File: config.mk
export PLATFORM = sky130hd
export DESIGN_NAME = gemm_tile_sequencer
export DESIGN_NICKNAME = d
export VERILOG_FILES = /design/src/rtl/gemm_tile_sequencer.sv
export SDC_FILE = /design/constraint.sdc
export NUM_CORES = 1
export LEC_CHECK = 0
export CORE_MARGIN = 3
export CORE_UTILIZATION = 50
export CTS_CLUSTER_SIZE = 40
export DETAILED_ROUTE_END_ITERATION = 10
export PLACE_DENSITY = 0.74
export SYNTH_ARGS = -nofsm -noshare
export SYNTH_HDL_FRONTEND = slang
export SYNTH_SLANG_ARGS = --single-unit
File: constraint.sdc
create_clock -name clk_i -period 5.01 [get_ports clk_i]
set_input_delay 1.503 -clock clk_i [delete_from_list [all_inputs] [get_ports clk_i]]
set_output_delay 1.503 -clock clk_i [all_outputs]
set_load 0.01 [all_outputs]
File: src/rtl/gemm_tile_sequencer.sv
// Tile sequencer for the GEMM accelerator: walks every output tile of an MxK * KxN
// product, issues A/B reads and PE strobes, and writes each finished tile to SRAM C.
module gemm_tile_sequencer #(
  parameter int unsigned RowPar        = 4,
  parameter int unsigned ColPar        = 16,
  parameter int unsigned AddrWidth     = 12,
  parameter int unsigned SizeAddrWidth = 32,
  parameter int unsigned RdLatency     = 1
) (
  input  logic                     clk_i,
  input  logic                     rst_ni,
  input  logic                     start_i,
  input  logic [SizeAddrWidth-1:0] M_size_i,
  input  logic [SizeAddrWidth-1:0] K_size_i,
  input  logic [SizeAddrWidth-1:0] N_size_i,
  output logic [AddrWidth-1:0]     sram_a_addr_o,
  output logic [AddrWidth-1:0]     sram_b_addr_o,
  output logic [AddrWidth-1:0]     sram_c_addr_o,
  output logic                     sram_c_we_o,
  output logic                     acc_clr_o,
  output logic                     acc_valid_o,
  output logic [RowPar-1:0]        row_mask_o,
  output logic [ColPar-1:0]        col_mask_o,
  output logic                     busy_o,
  output logic                     done_o,
  output logic                     err_o
);
  localparam int unsigned SW = SizeAddrWidth;
  localparam int unsigned AW = AddrWidth;
  localparam int unsigned BW = SizeAddrWidth + 1;  // tile bases need one bit of headroom
  localparam int unsigned DW = 2;                  // drain counter, RdLatency is 1..4

  typedef enum logic [2:0] {S_IDLE, S_FETCH, S_DRAIN, S_WRITE, S_DONE} state_t;

  state_t               state;
  logic [SW-1:0]        m_sz, k_sz, n_sz, k_cnt;
  logic [BW-1:0]        m_base, n_base;
  logic [AW-1:0]        a_off, b_off;
  logic [DW-1:0]        drain_cnt;
  logic [RdLatency-1:0] valid_sr, clr_sr;

  logic [BW-1:0] m_next, n_next;
  logic [AW-1:0] a_off_next, b_off_next;
  logic          row_last, tile_last, fetch_last, size_zero;

  // Next-tile bookkeeping derived from the running bases and offsets
  always_comb begin
    m_next     = m_base + BW'(RowPar);
    n_next     = n_base + BW'(ColPar);
    a_off_next = a_off + AW'(k_sz);
    b_off_next = b_off + AW'(k_sz);
    row_last   = n_next >= {1'b0, n_sz};
    tile_last  = row_last && (m_next >= {1'b0, m_sz});
    fetch_last = k_cnt == (k_sz - SW'(1));
    size_zero  = (M_size_i == '0) || (K_size_i == '0) || (N_size_i == '0);
  end

  function automatic logic [RowPar-1:0] row_mask_f(input logic [BW-1:0] base,
                                                   input logic [SW-1:0] size);
    row_mask_f = '0;
    for (int unsigned q = 0; q < RowPar; q++)
      row_mask_f[q] = (base + BW'(q)) < {1'b0, size};
  endfunction

  function automatic logic [ColPar-1:0] col_mask_f(input logic [BW-1:0] base,
                                                   input logic [SW-1:0] size);
    col_mask_f = '0;
    for (int unsigned l = 0; l < ColPar; l++)
      col_mask_f[l] = (base + BW'(l)) < {1'b0, size};
  endfunction

  // Read-data pipeline: issue strobes delayed by the SRAM latency
  assign acc_valid_o = valid_sr[RdLatency-1];
  assign acc_clr_o   = clr_sr[RdLatency-1];

  always_ff @(posedge clk_i or negedge rst_ni) begin
    if (!rst_ni) begin
      state         <= S_IDLE;
      m_sz          <= '0;
      k_sz          <= '0;
      n_sz          <= '0;
      k_cnt         <= '0;
      m_base        <= '0;
      n_base        <= '0;
      a_off         <= '0;
      b_off         <= '0;
      drain_cnt     <= '0;
      valid_sr      <= '0;
      clr_sr        <= '0;
      sram_a_addr_o <= '0;
      sram_b_addr_o <= '0;
      sram_c_addr_o <= '0;
      sram_c_we_o   <= 1'b0;
      row_mask_o    <= '0;
      col_mask_o    <= '0;
      busy_o        <= 1'b0;
      done_o        <= 1'b0;
      err_o         <= 1'b0;
    end else begin
      done_o      <= 1'b0;
      sram_c_we_o <= 1'b0;
      valid_sr[0] <= (state == S_FETCH);
      clr_sr[0]   <= (state == S_FETCH) && (k_cnt == '0);
      for (int unsigned i = 1; i < RdLatency; i++) begin
        valid_sr[i] <= valid_sr[i-1];
        clr_sr[i]   <= clr_sr[i-1];
      end

      case (state)
        S_IDLE: begin
          if (start_i) begin
            m_sz <= M_size_i;
            k_sz <= K_size_i;
            n_sz <= N_size_i;
            if (size_zero) begin
              err_o  <= 1'b1;
              done_o <= 1'b1;
              state  <= S_DONE;
            end else begin
              err_o         <= 1'b0;
              busy_o        <= 1'b1;
              m_base        <= '0;
              n_base        <= '0;
              a_off         <= '0;
              b_off         <= '0;
              k_cnt         <= '0;
              sram_a_addr_o <= '0;
              sram_b_addr_o <= '0;
              sram_c_addr_o <= '0;
              row_mask_o    <= row_mask_f('0, M_size_i);
              col_mask_o    <= col_mask_f('0, N_size_i);
              state         <= S_FETCH;
            end
          end
        end
        S_FETCH: begin
          if (fetch_last) begin
            drain_cnt <= '0;
            state     <= S_DRAIN;
          end else begin
            k_cnt         <= k_cnt + SW'(1);
            sram_a_addr_o <= sram_a_addr_o + AW'(1);
            sram_b_addr_o <= sram_b_addr_o + AW'(1);
          end
        end
        S_DRAIN: begin
          if (drain_cnt == DW'(RdLatency - 1)) begin
            sram_c_we_o <= 1'b1;
            state       <= S_WRITE;
          end else begin
            drain_cnt <= drain_cnt + DW'(1);
          end
        end
        S_WRITE: begin
          if (tile_last) begin
            busy_o <= 1'b0;
            done_o <= 1'b1;
            state  <= S_DONE;
          end else begin
            k_cnt         <= '0;
            sram_c_addr_o <= sram_c_addr_o + AW'(1);
            state         <= S_FETCH;
            if (row_last) begin
              m_base        <= m_next;
              n_base        <= '0;
              a_off         <= a_off_next;
              b_off         <= '0;
              sram_a_addr_o <= a_off_next;
              sram_b_addr_o <= '0;
              row_mask_o    <= row_mask_f(m_next, m_sz);
              col_mask_o    <= col_mask_f('0, n_sz);
            end else begin
              n_base        <= n_next;
              b_off         <= b_off_next;
              sram_a_addr_o <= a_off;
              sram_b_addr_o <= b_off_next;
              col_mask_o    <= col_mask_f(n_next, n_sz);
            end
          end
        end
        S_DONE:  state <= S_IDLE;
        default: state <= S_IDLE;
      endcase
    end
  end
endmodule

==> results.yml <==
timing:
  period_minus_slack_ns: 4.81
  grt_setup_unrepaired: "yes"
  slew_headroom_pct: 29.1
  fmax_mhz: 208
  skew_ns: 0.0200
  finalHoldViolCount: 0
  worst_slack_ns: 0.204
  slew_viol_final: 0
  hold_slack_ns: 0.484
  min_period_over_period_pct: 95.9
  worst_pin_slew_ns: 1.05
  setup_viol: 0
setup_path:
  cp-end-kind: "flop"
  cp.arrival_ns: 5.24
  r2r_slack_ns: 0.20
  cp-startpoint: "n_base[4]"
  critPathKind: "reg -> reg"
  cp.required_ns: 5.45
  rr_worst_depth: 19
  worstPathMaxFanout: 21
  r2r_start: "n_base[4]"
  startpoint_type: "flop"
  endpoint: "sram_a_addr_o[2]"
  r2r_end: "sram_a_addr_o[2]"
route:
  routedWlPerCell_um: 21.9
  remaining_drc_errors: 0
  dr.first_iter.drc_count: 2228
  ant_nets: 0
  dr.pass1.iters: 6
  vias: 21800
  drt_wl_total_um: 75700
  viasPerCell: 6.30
floorplan:
  die-area_um2: 48400
  die_h_um: 220
  rows: 77
  ios: 161
  start_util_pct: 51.3
  die_w_um: 220
  core_area_um2: 44700
placement:
  gp_congestion: 0.945
  hpwlAfterDp_um: 57700
  dp_slack_ns: -0.00565
  port_buffers: 160
clock_network:
  cts_sinks: 279
  clock_tree.buffer_depth: 3
  ctsHoldBuffers: 0
  cts_made_buffers: 36
  cts.clk_slew.worst_paths_ns: 0.06
  clk_latency_ns: 0.56
  cts_tree: "built"
  clock-root-buffer: "clkbuf_16"
  ctsHtreeMaxLevel: 2
global_route:
  grt_max_degree: 90
  grt_pass1_vias: 21100
  grt_pass1_wl_um: 118000
  met2_usage_pct: 50.1
  gr-usage-met3_pct: 3.79
  grtUsageMet1_pct: 42.0
  grt.busiest_layer: "met2"
  track_usage_pct: 30.8
  antenna_found_initial: 0
  grt.overflow.total: 0
power:
  vdd_ir_drop_max_mv: 0.424
  p_total_w: 0.0106
  p_per_area_nw_per_um2: 400
  leakage_nw: 12.1
status:
  outcome: "complete, no violations"
cells_and_area:
  layout-drive-gt1-share_pct: 8.63
  syn2layout_area_growth_pct: 16.1
  final.fill_count: 3937
  nNetsFinal: 3159
  diodes: 0
logic_synthesis:
  synth_seq_cells: 279
  synth_edf_count: 0
  netlist_instances: 2710
  synth_fp_nets: 3034
  synth_cell_types: 86
  synth_compound_area_share_pct: 20.3
  synthXorXnorAreaFrac_pct: 9.32
  synth-simple-area-share_pct: 20.3
  seq_area_frac_synth_pct: 30.5
  synth_top_family_by_area: "compound AO/OA/AOI/OAI gates"
  synthArstFlopShare_pct: 100
  synth_mux_area_share_pct: 2.64
  synth_warnings: 0
  synthAdderAreaFrac_pct: 12.3
  ys_top_cells_by_area: "dfrtp_1, ha_1, xnor2_1, nand2_1, o21ai_0"
  synth_top_area_share_pct: 30.5
  yosys_most_used_dff: "dfrtp_1"
  syn_avg_cell_area_um2: 8.46
  synth_top_area_cell: "dfrtp_1"
  syn_area_um2: 22900
job:
  max-cap-violations: 0
hold_path:
  min_path_cells: 2
  min_path_type: "reg -> reg"
## state kept, by name, indices dropped and copies added, names as in the netlist, 4 cells and up
signal and flops:
n_sz 32, n_base 29, b_off 12, k_sz 32, row_mask_o 4, sram_a_addr_o 12
sram_b_addr_o 12, k_cnt 32, a_off 12, col_mask_o 16, sram_c_addr_o 12, m_sz 32
m_base 31
## per-layer routing
layer	vias up	part of all wire, %
li1	10200	-
met3	173	6.6
met4	0	3.9
met5	-	0
met2	782	46
met1	10600	43
## layout make-up
| type | count | area, um2 | area share (%) |
|---|---|---|---|
| clock buffers | 49 | 1000 | 3.76 |
| clock inverters | 16 | 141 | 0.531 |
| inverters | 109 | 409 | 1.54 |
| multi-input cells | 2159 | 15000 | 56.2 |
| flip-flops and latches | 279 | 6980 | 26.2 |
| well taps | 592 | 741 | 2.78 |
| repair buffers | 250 | 2370 | 8.91 |
## timing repair
action                     4_1_cts  5_1_grt
resized for setup                1        7
setup buffers                    0        5
pin swaps                        0        1
setup endpoints to repair        3       61
## kinds of logic after synthesis
kind of cell | Yosys count
and+or+nand+nor | 928
muxes | 55
AOI/OAI and AO/OA | 707
buffers and inverters | 272
adders and majority gates | 225
xor gates and xnor gates | 244
DFF | 279
## worst max-delay path: stages (launching register included)
cell	delay, ns
dfrtp_1	0.43
ha_1	0.22
nand2_1	0.12
nor3_4	0.14
and3_1	0.21
buf_4	0.17
nand3_1	0.25
xnor2_1	0.21
ha_1	0.29
and3_1	0.19
o21ai_0	0.07
a21oi_1	0.10
or4_1	0.54
o21ba_2	0.30
o21ai_2	0.31
o21ai_4	0.14
buf_4	0.19
buf_12	0.15
o31a_1	0.30
a311o_1	0.33
## where the power goes
| part | total, W | leakage (nW) | internal (W) | switching (W) |
|---|---|---|---|---|
| Combinational | 0.00469 | 7.94 | 0.00185 | 0.00284 |
| Clock | 0.00259 | 0.573 | 0.00151 | 0.00108 |
| Sequential | 0.00336 | 3.62 | 0.00275 | 0.000612 |
| Total | 0.0106 | 12.1 | 0.00611 | 0.00453 |
## synth_stat cells (all sizes together) (37+ instances only)
library cell	instances
a21o	50
a21oi	132
and3	51
clkbuf	130
dfrtp	279
ha	223
inv	109
mux2	44
nand2	291
nand3	104
nand4	56
nor2	172
nor3	37
nor4	65
o21ai	211
o31ai	71
xnor2	158
xor2	86
## worst min path at each step
stage,startpoint,endpoint,slack [ns]
6_report,b_off[3],b_off[3],0.48
4_1_cts,row_mask_o[0],row_mask_o[0],0.48
5_1_grt,col_mask_o[0],col_mask_o[0],0.51
3_3_place_gp,row_mask_o[0],row_mask_o[0],0.45
3_5_place_dp,row_mask_o[0],row_mask_o[0],0.47
2_1_floorplan,b_off[3],b_off[3],0.45
## stage by stage
stage | util, % | area, um2 | TNS [ns] | cells
finish | 59.5 | 26600 | 0 | 3454
global route | 59.5 | 26600 | -0.0159 | 3454
CTS | 59.3 | 26500 | 0 | 3449
detailed placement | 56.8 | 25400 | -0.00565 | 3384
global placement | 56.8 | 25400 | 0 | 3384
floorplan | - | 23000 | 0 | 2710
## layout by cell type (no fill, tap or decap), types with 86 or more instances in the layout
master | netlist | routed
nand2_1 | 291 | 291
dfrtp_1 | 279 | 277
ha_1 | 223 | 223
o21ai_0 | 205 | 204
nor2_1 | 171 | 165
clkdlybuf4s50_1 | 0 | 159
xnor2_1 | 158 | 158
a21oi_1 | 132 | 132
inv_1 | 109 | 109
nand3_1 | 103 | 102
xor2_1 | 86 | 86
Note: power is estimated with default switching activity, not from simulation.
